`src/rtl/fetch_unit.sv`:
```
// Fetch unit: program counter, branch-target adder, instruction register and a
// two-state instruction-memory read sequencer with timeout. Optional macro FETCH_BR_COUNT_EN adds br_count.
module fetch_unit #(
    parameter int unsigned PC_W     = 16,
    parameter logic [PC_W-1:0] RESET_PC = '0,
    parameter int unsigned TIMEOUT  = 8
) (
    input  logic            clk,
    input  logic            rst,
    input  logic            pc_write,
    input  logic            pc_sel,
    input  logic            br_sel,
    input  logic            ir_load,
    input  logic [31:0]     imem_rdata,
    input  logic            imem_rvalid,
    output logic            imem_req,
    output logic [PC_W-1:0] imem_addr,
    output logic [PC_W-1:0] pc_out,
    output logic [31:0]     ir_out,
    output logic [3:0]      opcode,
    output logic [3:0]      mm,
    output logic            fetch_stall,
`ifdef FETCH_BR_COUNT_EN
    output logic [15:0]     br_count,
`endif
    output logic            fetch_err
);

    typedef enum logic {
        IDLE = 1'b0,
        WAIT = 1'b1
    } state_t;

    state_t          state_reg, state_next;
    logic [7:0]      cnt_reg, cnt_next;
    logic [PC_W-1:0] pc_reg, pc_next;
    logic [PC_W-1:0] addr_reg, addr_next;
    logic [31:0]     ir_reg, ir_next;
    logic            err_reg, err_next;

    logic [PC_W-1:0] br_off;
    logic [PC_W-1:0] br_abs;
    logic [PC_W-1:0] pc_inc;
    logic [PC_W-1:0] pc_rel;

    // Immediate field mapped onto PC_W bits: sign-extended for relative
    // targets, zero-extended for absolute ones, truncated when PC_W < 16.
    generate
        for (genvar gi = 0; gi < PC_W; gi++) begin : g_imm
            if (gi < 16) begin : g_low
                assign br_off[gi] = ir_reg[gi];
                assign br_abs[gi] = ir_reg[gi];
            end else begin : g_high
                assign br_off[gi] = ir_reg[15];
                assign br_abs[gi] = 1'b0;
            end
        end
    endgenerate

    assign pc_inc = pc_reg + {{(PC_W-1){1'b0}}, 1'b1};
    assign pc_rel = pc_reg + br_off;

    always_comb begin
        pc_next = pc_reg;
        if (pc_write) begin
            if (!pc_sel)
                pc_next = pc_inc;
            else if (br_sel)
                pc_next = br_abs;
            else
                pc_next = pc_rel;
        end
    end

    always_ff @(posedge clk or posedge rst) begin
        if (rst) begin
            state_reg <= IDLE;
            cnt_reg   <= 8'd0;
            pc_reg    <= RESET_PC;
            addr_reg  <= RESET_PC;
            ir_reg    <= 32'd0;
            err_reg   <= 1'b0;
        end else begin
            state_reg <= state_next;
            cnt_reg   <= cnt_next;
            pc_reg    <= pc_next;
            addr_reg  <= addr_next;
            ir_reg    <= ir_next;
            err_reg   <= err_next;
        end
    end

    // Returned data wins over a timeout that expires in the same cycle.
    always_comb begin
        state_next = state_reg;
        cnt_next   = cnt_reg;
        addr_next  = addr_reg;
        ir_next    = ir_reg;
        err_next   = err_reg;
        case (state_reg)
            IDLE: begin
                if (ir_load) begin
                    addr_next  = pc_reg;
                    cnt_next   = 8'(TIMEOUT);
                    state_next = WAIT;
                end
            end
            WAIT: begin
                if (imem_rvalid) begin
                    ir_next    = imem_rdata;
                    cnt_next   = 8'd0;
                    state_next = IDLE;
                end else if (cnt_reg <= 8'd1) begin
                    ir_next    = 32'd0;
                    err_next   = 1'b1;
                    cnt_next   = 8'd0;
                    state_next = IDLE;
                end else begin
                    cnt_next = cnt_reg - 8'd1;
                end
            end
            default: state_next = IDLE;
        endcase
    end

`ifdef FETCH_BR_COUNT_EN
    logic [15:0] br_count_reg;

    always_ff @(posedge clk or posedge rst) begin
        if (rst)
            br_count_reg <= 16'd0;
        else if (pc_write && pc_sel && (br_count_reg != 16'hFFFF))
            br_count_reg <= br_count_reg + 16'd1;
    end

    assign br_count = br_count_reg;
`endif

    assign imem_req    = (state_reg == WAIT);
    assign fetch_stall = (state_reg == WAIT);
    assign imem_addr   = addr_reg;
    assign pc_out      = pc_reg;
    assign ir_out      = ir_reg;
    assign opcode      = ir_reg[31:28];
    assign mm          = ir_reg[27:24];
    assign fetch_err   = err_reg;

endmodule

```
`config.mk`:
```
export PLATFORM = sky130hd
export DESIGN_NAME = fetch_unit
export DESIGN_NICKNAME = d
export VERILOG_FILES = /design/src/rtl/fetch_unit.sv
export SDC_FILE = /design/constraint.sdc
export NUM_CORES = 1
export LEC_CHECK = 0
export ABC_CLOCK_PERIOD_IN_PS = 2400
export BUFFER_PORTS_ARGS = -buffer_cell sky130_fd_sc_hd__buf_2
export CORE_ASPECT_RATIO = 2
export CORE_MARGIN = 2
export CORE_UTILIZATION = 53
export DETAILED_ROUTE_END_ITERATION = 7
export PLACE_DENSITY = 0.92
export SLEW_MARGIN = 20
export SYNTH_ARGS = -nofsm -noshare
export SYNTH_HDL_FRONTEND = slang
export SYNTH_SLANG_ARGS = --single-unit
```
`constraint.sdc`:
```
create_clock -name clk -period 2.4 [get_ports clk]
set_input_delay 0.12 -clock clk [delete_from_list [all_inputs] [get_ports clk]]
set_output_delay 0.12 -clock clk [all_outputs]
set_load 0.05 [all_outputs]
```
==> run summary, run 1 <==
status - completed
full die area - 8670 um^2
ANT nets after route - 0
crit path kind - flop to flop
Row Count - 45
Primary FF master, synth - dfrtp_1
Async SR Flop Fraction - 100%
Pins Over Slew Limit - 0
fin crit period - 2320 ps
Post-synth EDFFs - 0
NumNets Final - 624
number of synthesis warnings - 0
Syn-to-layout area delta - 31.1%
Clock Latency Late Sink - 330 ps
worst hold margin - 10.3 ps
most frequent cells after synthesis - dfrtp_1, o21ai_0, nand2_1
Vias per Instance - 6.00
TritonRoute pass-1 iters - 5
multiplexer share of the synthesized area - 5.50%
DRT iter0 DRCs - 298
fin cells - 665
CTS Buffer Depth - 2
crit start category - flop
worst rel slew slack - 48.1%
placed cells - 628
wire per inst - 17.6 um
largest cells by area after synthesis - dfrtp_1, a22o_1, ha_1
post-synthesis adder-cell area fraction - 5.85%
Remaining Overflow, GRT - 0
# IOs - 114
CP arrival - 2540 ps
Worst setup EP type - flop
final core occ - 71.7%
Worst Clk Skew - 5.53 ps
Worst-Margin Slew - 779 ps
Total GRT Usage - 28.2%
largest net degree at the start of global routing - 47
antenna cell count - 0
TritonCTS clock tree - yes
XOR/XNOR Fraction of Synth Area - 3.14%
syn_area_per_cell - 9.65 um^2
#FFs+latches synth - 74
first-pass GRT wire length - 18.6 mm
register area share after synthesis - 44.2%
main combinational cell family by area after synthesis - compound AO/OA/AOI/OAI gates
root buffer cell - clkbuf_16
routability congestion estimate - 0.894
max reg flops - 32
Synth top area share - 44.2%
dpl hpwl - 8.44 mm
die height - 130 um
Num CTS Buffers - 9
Initial Util - 54.7%
Synth Area in Simple Gates - 13.5%
Synth Area in Compound Gates - 22.8%
via count of the first global-routing pass - 4032
vias after detailed routing - 3989
maxcap violations - 0
Synth cell types - 52
Clk pin slew, worst setup/hold paths - 60 ps
layout cell share with drive strength beyond 1 - 32.4%
worst-path fanout max - 4
core area - 7660 um^2
Setup-failing EPs final - 0
syn nets - 492
htree depth - 3
Critical Path RT - 2610 ps
Die Wd - 66.9 um
count of buffers from port buffering - 113
Syn Inst Count - 434
Hold/Removal Path Class - primary input to flop
Max Fclk - 430 MHz
postcts setup bufs - 0
routed wire length - 11.7 mm
final worst path period share - 96.9%
count leader, synth - dfrtp_1
area leader, netlist - dfrtp_1
initial antenna violation count - 0
clock sinks - 74
Final Hold Violating Endpoints - 0
DRC - 0
combined area of all synthesized cells - 4190 um^2
-- logic make-up (layout without fill, tap and decap cells) --
group / Yosys count / in the layout
DFF: 74 / 74
buffers and inverters: 47 / 184
xor gates and xnor gates: 15 / 15
AOI/OAI and AO/OA: 144 / 144
and+or+nand+nor: 114 / 114
adders and majority gates: 19 / 19
muxes: 21 / 21
-- worst max-delay path: stages, from the launching register on --
cell	delay [ps]
dfrtp_1	410
ha_1	350
a21oi_1	270
nand2_1	150
o21ai_0	350
a21oi_1	150
xor2_1	180
o311ai_1	270
nand2_1	90
-- cell usage in the layout, fill, tap and decap left out, types with 5 or more instances in the layout --
cell type / n
mux2_2: 16
nor4_1: 5
ha_1: 18
nand2_1: 37
o21ai_0: 38
a31oi_1: 5
buf_2: 113
and3_1: 5
xnor2_1: 8
buf_4: 19
a22o_1: 33
nor3_1: 6
xor2_1: 7
dfrtp_1: 72
a21oi_1: 26
dlygate4sd3_1: 21
a21o_1: 6
inv_1: 13
nand3_1: 10
nor2_1: 25
mux2i_1: 5
clkbuf_16: 9
-- area by class of cell --
type,count,area [um^2]
clock buffer,10,239
tap,94,118
timing repair buffer,154,938
sequential,74,1850
fill,567,2160
clock inverter,6,138
multi-input combinational,313,2150
inverter,14,52.6
-- per-stage QoR --
stage                     instance area [um^2]  setup slack, ps  setup TNS (ps)
after CTS                                 5470             5.91               0
after global placement                    4880             37.7               0
after floorplan                           4190             18.2               0
after detailed placement                  4880             20.5               0
after global routing                      5490            -45.9           -94.9
final                                     5490             75.1               0
-- what timing repair did --
action	in CTS	in global routing
setup endpoints to repair	0	7
resized for setup	0	9
hold endpoints to repair	53	0
hold buffers	21	0
-- metal layers --
layer	share of wire [%]	global-route usage, %	vias to the layer above
met2	54	48.4	201
li1	-	-	1839
met4	5.2	18.5	0
met5	0	0	-
met3	5.3	5.52	51
met1	36	30.9	1898
-- path summary, 6_finish.rpt --
kind	endpoint	slack, ps	start	cells past startpoint
worst min register to register	imem_addr[4]$_DFFE_PP0P_	490	imem_addr[4]$_DFFE_PP0P_	2
worst max-delay path	pc_out[13]$_DFFE_PP0P_	80	ir_out[4]$_DFFE_PP0P_	8
worst max register to register	pc_out[13]$_DFFE_PP0P_	80	ir_out[4]$_DFFE_PP0P_	8
min in group asynchronous	ir_out[14]$_DFFE_PP0P_	450	rst	3
max in group asynchronous	imem_addr[1]$_DFFE_PP0P_	1280	rst	4
worst min-delay path	ir_out[29]$_DFFE_PP0P_	10	imem_rdata[29]	2
Power of run 1 is left out: the tool's default activity adds up to more than one toggle a clock period on the data nets, which glitch-free logic cannot reach.
==> run 2: changes to the inputs <==
--- a/config.mk
+++ b/config.mk
@@ -12,3 +12,5 @@
 export CORE_UTILIZATION = 53
+export CTS_CLUSTER_SIZE = 28
 export DETAILED_ROUTE_END_ITERATION = 7
+export HOLD_SLACK_MARGIN = 0.12
 export PLACE_DENSITY = 0.92
--- a/constraint.sdc
+++ b/constraint.sdc
@@ -3,2 +3,2 @@
 set_output_delay 0.12 -clock clk [all_outputs]
-set_load 0.05 [all_outputs]
+set_load 0.1 [all_outputs]
==> run summary, run 2 (same netlist as run 1, synthesis figures left out) <==
Final TNS setup - 0 ps
wire per inst - 19.4 um
Die Wd - 66.9 um
Clk pin slew, worst setup/hold paths - 60 ps
DRC - 0
count of buffers from port buffering - 113
final instance area - 5500 um^2
Remaining Overflow, GRT - 0
placed cells - 619
root buffer cell - clkbuf_16
largest net degree at the start of global routing - 45
DRT iter0 DRCs - 313
Vias per Instance - 6.22
worst rel slew slack - 53.5%
max reg flops - 32
NumNets Final - 627
Worst Hold Path EP - fetch_err$_DFFE_PP0P_
core area - 7660 um^2
most common cell after layout, fill and taps aside - buf_2
TritonRoute pass-1 iters - 5
clock sinks - 74
Syn-to-layout area delta - 31.3%
Worst Clk Skew - 6.50 ps
first-pass GRT wire length - 20.4 mm
crit path kind - flop to flop
htree depth - 3
via count of the first global-routing pass - 4112
crit start category - flop
Max Fclk - 432 MHz
initial antenna violation count - 0
maxcap violations - 0
TritonCTS clock tree - yes
R2R Setup Slk - 90 ps
CTS Buffer Depth - 2
Critical Path RT - 2620 ps
die height - 130 um
Initial Util - 54.7%
status - completed
routed wire length - 12.9 mm
Hold/Removal Path Class - primary input to flop
Worst setup EP type - flop
ANT nets after route - 0
fin cells - 668
Total GRT Usage - 31.6%
R2R depth - 9
Post-DP Area - 4870 um^2
routability congestion estimate - 0.976
Pins Over Slew Limit - 0
antenna cell count - 0
Final Hold Violating Endpoints - 0
critical hold path startpoint - imem_rvalid
hold depth - 3
# IOs - 114
Num CTS Buffers - 9
layout cell share with drive strength beyond 1 - 34.5%
Row Count - 45
RSZ-0062 raised after global routing - false
FF-to-FF End - pc_out[12]$_DFFE_PP0P_
worst-path fanout max - 7
CP arrival - 2540 ps
dpl hpwl - 8.96 mm
full die area - 8670 um^2
r2r startpoint - pc_out[0]$_DFFE_PP0P_
final worst path period share - 96.4%
Worst-Margin Slew - 697 ps
Clock Latency Late Sink - 340 ps
commonest non-fill, non-tap cells in the layout - buf_2, dfrtp_1, o21ai_0, nand2_1
Setup-failing EPs final - 0
fin crit period - 2310 ps
vias after detailed routing - 4153
==> run 2: cell count changes in the layout (fill, tap and decap cells not counted), sizes merged <==
cell	delta
dlygate4sd3	+12
buf	-9
clkinvlp	+2
bufinv	-4
clkinv	+2
==> run 2: worst max-delay path: stages, from the launching register on <==
cell and delay [ps]:
dfrtp_2 450, ha_4 180, fa_2 370, a21oi_2 180
o211ai_1 130, a21oi_2 210, o21bai_1 100, a21oi_1 210
xnor2_1 110, a31o_2 260
==> run 2: worst max path at each step <==
stage,startpoint,end,slack [ps],cells after the start
after floorplan,ir_out[9]$_DFFE_PP0P_,pc_out[12]$_DFFE_PP0P_,-3,8
after global placement,pc_out[3]$_DFFE_PP0P_,pc_out[15]$_DFFE_PP0P_,180,9
after detailed placement,pc_out[4]$_DFFE_PP0P_,pc_out[15]$_DFFE_PP0P_,60,9
after CTS,pc_out[3]$_DFFE_PP0P_,pc_out[15]$_DFFE_PP0P_,40,9
after global routing,pc_out[0]$_DFFE_PP0P_,pc_out[4]$_DFFE_PP0P_,5,9
final,pc_out[0]$_DFFE_PP0P_,pc_out[12]$_DFFE_PP0P_,90,9
==> run 2: layout make-up <==
type / count / area [um^2]
Multi-Input combinational cell: 313 / 2170
Fill cell: 562 / 2160
Sequential cell: 74 / 1880
Timing Repair Buffer: 157 / 1000
Clock buffer: 10 / 239
Tap cell: 94 / 118
Inverter: 14 / 52.6
Clock inverter: 6 / 42.5
==> run 2: metrics by stage <==
stage / worst slack, ps / utilization, % / hold WS [ps]
floorplan: -3.12 / - / 253
finish: 86.0 / 71.8 / 122
CTS: 39.2 / 71.6 / 121
global placement: 185 / 63.6 / 255
detailed placement: 61.9 / 63.6 / 268
global route: 5.24 / 71.8 / 137
==> run 2: layer usage <==
metal | share of wire, % | track usage (%) | wire [um] | up-vias
met5 | 0 | 0 | 0 | -
met1 | 34 | 33.6 | 4340 | 2020
met4 | 6.5 | 23.0 | 847 | 0
met2 | 55 | 54.0 | 7070 | 207
met3 | 5.2 | 6.29 | 677 | 73
li1 | - | - | - | 1853
==> run 2: what timing repair did <==
item / CTS / global route
setup endpoints to repair: 0 / 6
resized for setup: 0 / 6
hold buffers: 33 / 0
buffers inserted: 0 / 0
endpoints found under the hold margin: 62 / 0
Power of run 2 is left out for the same reason.
